$ cat config.mk
export PLATFORM = sky130hd
export DESIGN_NAME = dram_readback_tx_flat
export DESIGN_NICKNAME = d
export VERILOG_FILES = /design/src/rtl/dram_readback_tx_if.sv /design/src/rtl/dram_readback_tx.sv /design/src/flat_wrapper.sv
export SDC_FILE = /design/constraint.sdc
export NUM_CORES = 1
export LEC_CHECK = 0
export ABC_AREA = 1
export BUFFER_PORTS_ARGS = -buffer_cell sky130_fd_sc_hd__buf_2
export CORE_MARGIN = 4
export CORE_UTILIZATION = 42
export CTS_BUF_LIST = sky130_fd_sc_hd__clkbuf_16
export CTS_CLUSTER_DIAMETER = 50
export CTS_CLUSTER_SIZE = 40
export DETAILED_ROUTE_END_ITERATION = 16
export SKIP_CTS_REPAIR_TIMING = 1
export SYNTH_ARGS = -nofsm -noshare
export SYNTH_HDL_FRONTEND = slang
export SYNTH_SLANG_ARGS = --single-unit
$ cat constraint.sdc
create_clock -name clk -period 1.9 [get_ports clk]
set_input_delay 0.38 -clock clk [delete_from_list [all_inputs] [get_ports clk]]
set_output_delay 0.38 -clock clk [all_outputs]
set_load 0.02 [all_outputs]
$ cat src/rtl/dram_readback_tx_if.sv
// Start/busy/done handshake, RAM read port and UART line for dram_readback_tx.
interface dram_readback_tx_if #(
    parameter int unsigned ADDR_W = 5
);
    logic              start;
    logic              busy;
    logic              done;
    logic              tx;
    logic [ADDR_W-1:0] dpra;
    logic              dpo;

    // master: the requester plus the RAM (drives start and dpo)
    modport master (
        output start,
        output dpo,
        input  busy,
        input  done,
        input  tx,
        input  dpra
    );

    // slave: the readback transmitter
    modport slave (
        input  start,
        input  dpo,
        output busy,
        output done,
        output tx,
        output dpra
    );
endinterface

$ cat src/rtl/dram_readback_tx.sv
// Sweeps the distributed RAM read port, packs DPO bits into bytes and sends
// them LSB first over a UART 8N1 line.
module dram_readback_tx #(
    parameter int unsigned CLKS_PER_BIT = 868,
    parameter int unsigned ADDR_W       = 5
) (
    input  logic              clk,
    input  logic              rst,
    dram_readback_tx_if.slave bus
);
    localparam int unsigned DEPTH     = 2 ** ADDR_W;
    localparam int unsigned NUM_BYTES = DEPTH / 8;
    localparam int unsigned BYTE_W    = (NUM_BYTES > 1) ? $clog2(NUM_BYTES) : 1;
    localparam int unsigned CNT_W     = 16;
    localparam int unsigned FCNT_W    = 4;

    localparam logic [CNT_W-1:0]  BIT_LAST   = CNT_W'(CLKS_PER_BIT - 1);
    localparam logic [BYTE_W-1:0] BYTE_LAST  = BYTE_W'(NUM_BYTES - 1);
    localparam logic [FCNT_W-1:0] FETCH_LAST = FCNT_W'(8);

    typedef enum logic [2:0] {
        IDLE,
        FETCH,
        SEND_START,
        SEND_DATA,
        SEND_STOP,
        FIN
    } state_e;

    state_e             state_q,     state_d;
    logic [BYTE_W-1:0]  byte_idx_q,  byte_idx_d;
    logic [FCNT_W-1:0]  fetch_cnt_q, fetch_cnt_d;
    logic [CNT_W-1:0]   clk_cnt_q,   clk_cnt_d;
    logic [2:0]         bit_idx_q,   bit_idx_d;
    logic [7:0]         shift_q,     shift_d;
    logic [ADDR_W-1:0]  dpra_q,      dpra_d;
    logic               tx_q,        tx_d;
    logic               busy_q,      busy_d;
    logic               done_q,      done_d;
    logic               dpo_q;
    logic               bit_end_c;

    // Byte-aligned RAM address: {byte index, bit offset}
    function automatic logic [ADDR_W-1:0] addr_of(input logic [BYTE_W-1:0] b,
                                                  input logic [2:0]        k);
        return ADDR_W'({b, k});
    endfunction

    // End of the current UART bit period
    assign bit_end_c = (clk_cnt_q == BIT_LAST);

    // Next-state and registered-output decode
    always_comb begin
        state_d     = state_q;
        byte_idx_d  = byte_idx_q;
        fetch_cnt_d = fetch_cnt_q;
        clk_cnt_d   = clk_cnt_q;
        bit_idx_d   = bit_idx_q;
        shift_d     = shift_q;
        dpra_d      = dpra_q;
        tx_d        = 1'b1;
        busy_d      = 1'b1;
        done_d      = 1'b0;

        unique case (state_q)
            IDLE: begin
                busy_d = 1'b0;
                if (bus.start) begin
                    state_d     = FETCH;
                    fetch_cnt_d = '0;
                    dpra_d      = addr_of(byte_idx_q, 3'd0);
                end
            end

            // Address k goes out in cycle k; its DPO value is captured into
            // dpo_q at the end of that cycle and lands in shift bit k one cycle
            // later, so nine cycles cover eight addresses.
            FETCH: begin
                if (fetch_cnt_q != '0) begin
                    shift_d[3'(fetch_cnt_q - FCNT_W'(1))] = dpo_q;
                end
                if (fetch_cnt_q < FCNT_W'(7)) begin
                    dpra_d = addr_of(byte_idx_q, 3'(fetch_cnt_q + FCNT_W'(1)));
                end
                if (fetch_cnt_q == FETCH_LAST) begin
                    state_d     = SEND_START;
                    fetch_cnt_d = '0;
                    clk_cnt_d   = '0;
                end else begin
                    fetch_cnt_d = fetch_cnt_q + FCNT_W'(1);
                end
            end

            SEND_START: begin
                tx_d = 1'b0;
                if (bit_end_c) begin
                    state_d   = SEND_DATA;
                    clk_cnt_d = '0;
                    bit_idx_d = '0;
                end else begin
                    clk_cnt_d = clk_cnt_q + CNT_W'(1);
                end
            end

            SEND_DATA: begin
                tx_d = shift_q[bit_idx_q];
                if (bit_end_c) begin
                    clk_cnt_d = '0;
                    if (bit_idx_q == 3'd7) begin
                        state_d = SEND_STOP;
                    end else begin
                        bit_idx_d = bit_idx_q + 3'd1;
                    end
                end else begin
                    clk_cnt_d = clk_cnt_q + CNT_W'(1);
                end
            end

            SEND_STOP: begin
                tx_d = 1'b1;
                if (bit_end_c) begin
                    clk_cnt_d = '0;
                    if (byte_idx_q == BYTE_LAST) begin
                        state_d    = FIN;
                        byte_idx_d = '0;
                        dpra_d     = '0;
                    end else begin
                        state_d     = FETCH;
                        fetch_cnt_d = '0;
                        byte_idx_d  = byte_idx_q + BYTE_W'(1);
                        dpra_d      = addr_of(byte_idx_q + BYTE_W'(1), 3'd0);
                    end
                end else begin
                    clk_cnt_d = clk_cnt_q + CNT_W'(1);
                end
            end

            // Stay here through the done cycle so a start seen with done is dropped
            FIN: begin
                busy_d = 1'b0;
                done_d = ~done_q;
                if (done_q) begin
                    state_d = IDLE;
                end
            end

            default: begin
                state_d = IDLE;
            end
        endcase
    end

    // State and datapath registers, synchronous reset
    always_ff @(posedge clk) begin
        if (rst) begin
            state_q     <= IDLE;
            byte_idx_q  <= '0;
            fetch_cnt_q <= '0;
            clk_cnt_q   <= '0;
            bit_idx_q   <= '0;
            shift_q     <= '0;
            dpra_q      <= '0;
            tx_q        <= 1'b1;
            busy_q      <= 1'b0;
            done_q      <= 1'b0;
            dpo_q       <= 1'b0;
        end else begin
            state_q     <= state_d;
            byte_idx_q  <= byte_idx_d;
            fetch_cnt_q <= fetch_cnt_d;
            clk_cnt_q   <= clk_cnt_d;
            bit_idx_q   <= bit_idx_d;
            shift_q     <= shift_d;
            dpra_q      <= dpra_d;
            tx_q        <= tx_d;
            busy_q      <= busy_d;
            done_q      <= done_d;
            dpo_q       <= bus.dpo;
        end
    end

    assign bus.tx   = tx_q;
    assign bus.busy = busy_q;
    assign bus.done = done_q;
    assign bus.dpra = dpra_q;

endmodule

$ cat src/flat_wrapper.sv
// flat-port wrapper written by rule: the top's interface ports become plain ports
module dram_readback_tx_flat 
#(
    parameter int unsigned CLKS_PER_BIT = 868,
    parameter int unsigned ADDR_W       = 5
)
  (clk, rst, bus_start, bus_dpo, bus_busy, bus_done, bus_tx, bus_dpra);
  dram_readback_tx_if #(.ADDR_W(ADDR_W)) bus_i ();
  input  logic clk;
  input  logic rst;
  input wire logic [$bits(bus_i.start)-1:0] bus_start;
  input wire logic [$bits(bus_i.dpo)-1:0] bus_dpo;
  output wire logic [$bits(bus_i.busy)-1:0] bus_busy;
  output wire logic [$bits(bus_i.done)-1:0] bus_done;
  output wire logic [$bits(bus_i.tx)-1:0] bus_tx;
  output wire logic [$bits(bus_i.dpra)-1:0] bus_dpra;
  assign bus_i.start = bus_start;
  assign bus_i.dpo = bus_dpo;
  assign bus_busy = bus_i.busy;
  assign bus_done = bus_i.done;
  assign bus_tx = bus_i.tx;
  assign bus_dpra = bus_i.dpra;
  dram_readback_tx #(.CLKS_PER_BIT(CLKS_PER_BIT), .ADDR_W(ADDR_W)) u_core (.clk(clk), .rst(rst), .bus(bus_i));
endmodule
==> results.py <==
metrics = {
    "layout": {
        "drive_above_1_share_pct": 12.6,
        "final_cells": 502,
        "n_antenna_cell": 0,
        "areaGrowthSynthToFinish_pct": 10.4,
        "fin_nets": 436,
        "fillers": 614,
    },
    "timing": {
        "worst_pin_slew_ns": 0.416,
        "hold_viol_final": 0,
        "rsz0062_at_grt": "no",
        "post-route-min-period_ns": 1.67,
        "fin_skew_ns": 0.00294,
        "max_freq_mhz": 600,
        "setup_tns_ns": 0,
        "drv_slew": 0,
        "slew_headroom_pct": 72.2,
        "setup_viol": 0,
        "fin_crit_sh_pct": 87.7,
    },
    "cts": {
        "cts.clk_slew.worst_paths_ns": 0.06,
        "worstSkewPairLatency_ns": 0.28,
        "cts_sinks": 45,
        "tritoncts": "done",
        "cts_made_buffers": 5,
        "cts-root-buf": "clkbuf_16",
        "cts_max_level": 2,
        "clk_path_buf_depth": 2,
    },
    "grt": {
        "antenna_found_initial": 0,
        "grt_pass1_wl_mm": 9.89,
        "grt_pass1_vias": 2103,
        "grt_usage_pct": 16.0,
        "grt_max_degree": 19,
        "grt_overflow": 0,
    },
    "power_and_ir_drop": {
        "vdd_drop_max_mv": 0.756,
        "leakage_uw": 0.00130,
        "power.density_nw_per_um2": 1340,
    },
    "hold_path": {
        "hp-start": "bus_dpo",
        "min_path_type": "input port to flop",
    },
    "floorplanning": {
        "core-area_um2": 6060,
        "die-area_um2": 7710,
        "pin_count": 12,
        "num_rows": 28,
        "die_w_um": 87.8,
        "start_util_pct": 44.2,
        "fp.dieH_um": 87.8,
    },
    "synth": {
        "syn_avg_cell_area_um2": 6.48,
        "syn-num-nets": 423,
        "synth-seq-area-share_pct": 33.7,
        "ys_types": 33,
        "syn_area_um2": 2680,
        "ys_ff_latch": 45,
        "syn_inst": 413,
        "ys_warn_count": 0,
    },
    "critical_path": {
        "slowest_delay_ns": 0.53,
        "path_cells": "inv_2, nor2_1, nand2_1, nor2_2, nand3_1, o21ai_0, a21oi_1",
        "r2r_start": "u_core.state_q[0]$_SDFFE_PP0P_",
        "crit_path_max_fanout": 12,
        "cp-start-kind": "flop",
        "setup.worst_path.start": "u_core.state_q[0]$_SDFFE_PP0P_",
        "worst-setup-path-type": "flop to flop",
        "crit_arrival_ns": 1.84,
        "endpoint_kind": "flop",
        "slowest_stage": "dfxtp_1",
        "critical_path_required_ns": 2.08,
        "path_buf_inv": 1,
        "path_delay_family": "simple AND/OR/NAND/NOR gates",
    },
    "detailed_routing": {
        "via_count": 2434,
        "drc_errors": 0,
        "vias_per_cell": 4.85,
        "drt_pre_antenna_iters": 4,
        "first_iter_violations": 162,
        "wl_per_cell_um": 11.3,
        "detail-route-antenna-nets": 0,
        "wl_mm": 5.67,
    },
    "placed_design": {
        "hpwl_mm": 4.21,
        "numPortBuffers": 11,
        "place_congestion": 0.822,
        "dp_cells": 494,
    },
    "outcome": {
        "status": "finished clean",
    },
    "run": {
        "maxCapViolCount": 0,
    },
}
placed cells by master (no fill, tap or decap), types with 3 or more instances in the layout:
| master | n |
|---|---|
| nand2_1 | 108 |
| nor3_1 | 3 |
| clkbuf_16 | 5 |
| dfxtp_1 | 45 |
| a21oi_1 | 22 |
| o21ai_0 | 10 |
| nand4_1 | 18 |
| nand2_2 | 9 |
| o211ai_1 | 4 |
| nand3_1 | 32 |
| nor2_2 | 3 |
| inv_2 | 6 |
| clkinv_1 | 3 |
| inv_1 | 50 |
| buf_4 | 6 |
| ha_1 | 6 |
| buf_2 | 11 |
| nor2_1 | 60 |
| xor2_1 | 6 |
cells by family (layout without fill, tap and decap cells):
kind of cell,Yosys count,after routing,share of synthesized area (%)
xor gates and xnor gates,6,6,1.96
AOI/OAI and AO/OA,40,40,8.28
adders and majority gates,6,6,2.80
buffers and inverters,70,84,11.6
DFF,45,45,33.7
and+or+nand+nor,246,246,41.7
synthesized netlist by cell type:
master,n,share of area [%]
a211oi_1,1,0.28
a21oi_1,22,4.1
a21oi_2,1,0.33
a31oi_1,1,0.23
and3_1,1,0.23
buf_2,1,0.19
buf_4,2,0.56
buf_6,5,2.1
clkbuf_1,3,0.42
clkinv_1,2,0.28
dfxtp_1,45,34
ha_1,6,2.8
inv_1,50,7.0
inv_2,6,0.84
inv_4,1,0.23
nand2_1,108,15
nand2_2,9,2.1
nand2_4,2,0.84
nand3_1,33,6.2
nand3_4,1,0.65
nand3b_1,2,0.56
nand4_1,18,4.2
nor2_1,60,8.4
nor2_2,3,0.70
nor2_4,2,0.84
nor3_1,3,0.56
nor3_2,2,0.75
o211ai_1,4,1.1
o21ai_0,10,1.9
o21ai_2,1,0.33
or2_0,1,0.23
or2_2,1,0.23
xor2_1,6,2.0
where the power goes:
part	internal, uW	switching [uW]
Clock	616	364
Combinational	557	1170
Sequential	1100	138
Total	2270	1670
state kept, by name, summed over array words and instances, names as in the netlist:
register	cells
u_core.bus.busy	1
u_core.clk_cnt_q	16
u_core.shift_q	8
u_core.bit_idx_q	3
u_core.bus.dpra	5
u_core.dpo_q	1
u_core.fetch_cnt_q	4
u_core.byte_idx_q	2
u_core.bus.tx	1
u_core.bus.done	1
u_core.state_q	3
metal layers:
metal	track usage, %	share of wire, %
met5	0	0
met4	4.60	0.78
met3	4.23	3.4
met2	22.5	41
met1	23.7	54
metrics by stage:
step           worst slack (ns)  cell area, um^2  hold WS [ns]  total power [uW]  utilization [%]
2_1_floorplan             0.178             2680         0.426              2670                -
3_3_place_gp              0.173             2780         0.448              2970             45.9
3_5_place_dp              0.144             2780         0.448              2990             45.9
4_1_cts                   0.126             2950         0.285              3980             48.7
5_1_grt                  0.0170             2950         0.326              4300             48.7
6_report                  0.234             2950         0.292              3950             48.7
path summary, 6_finish.rpt:
kind	to	depth (start not counted)	slack (ns)
max reg2reg	u_core.shift_q[2]$_SDFFE_PP0P_	7	0.23
min reg2reg	u_core.shift_q[1]$_SDFFE_PP0P_	2	0.46
max	u_core.shift_q[2]$_SDFFE_PP0P_	7	0.23
min	u_core.dpo_q$_SDFF_PP0_	3	0.29
final cells by class:
| cell class | instances | area (um^2) | area share (%) |
|---|---|---|---|
| Timing Repair Buffer | 17 | 100 | 3.39 |
| Clock buffer | 5 | 125 | 4.24 |
| Multi-Input combinational cell | 298 | 1470 | 49.7 |
| Inverter | 59 | 224 | 7.58 |
| Tap cell | 75 | 93.8 | 3.18 |
| Clock inverter | 3 | 41.3 | 1.40 |
| Sequential cell | 45 | 901 | 30.5 |
worst min-delay path, stage by stage:
cell	delay, ns
buf_2	0.07
inv_1	0.03
nor2_1	0.06
(Power assumes the default switching activity.)
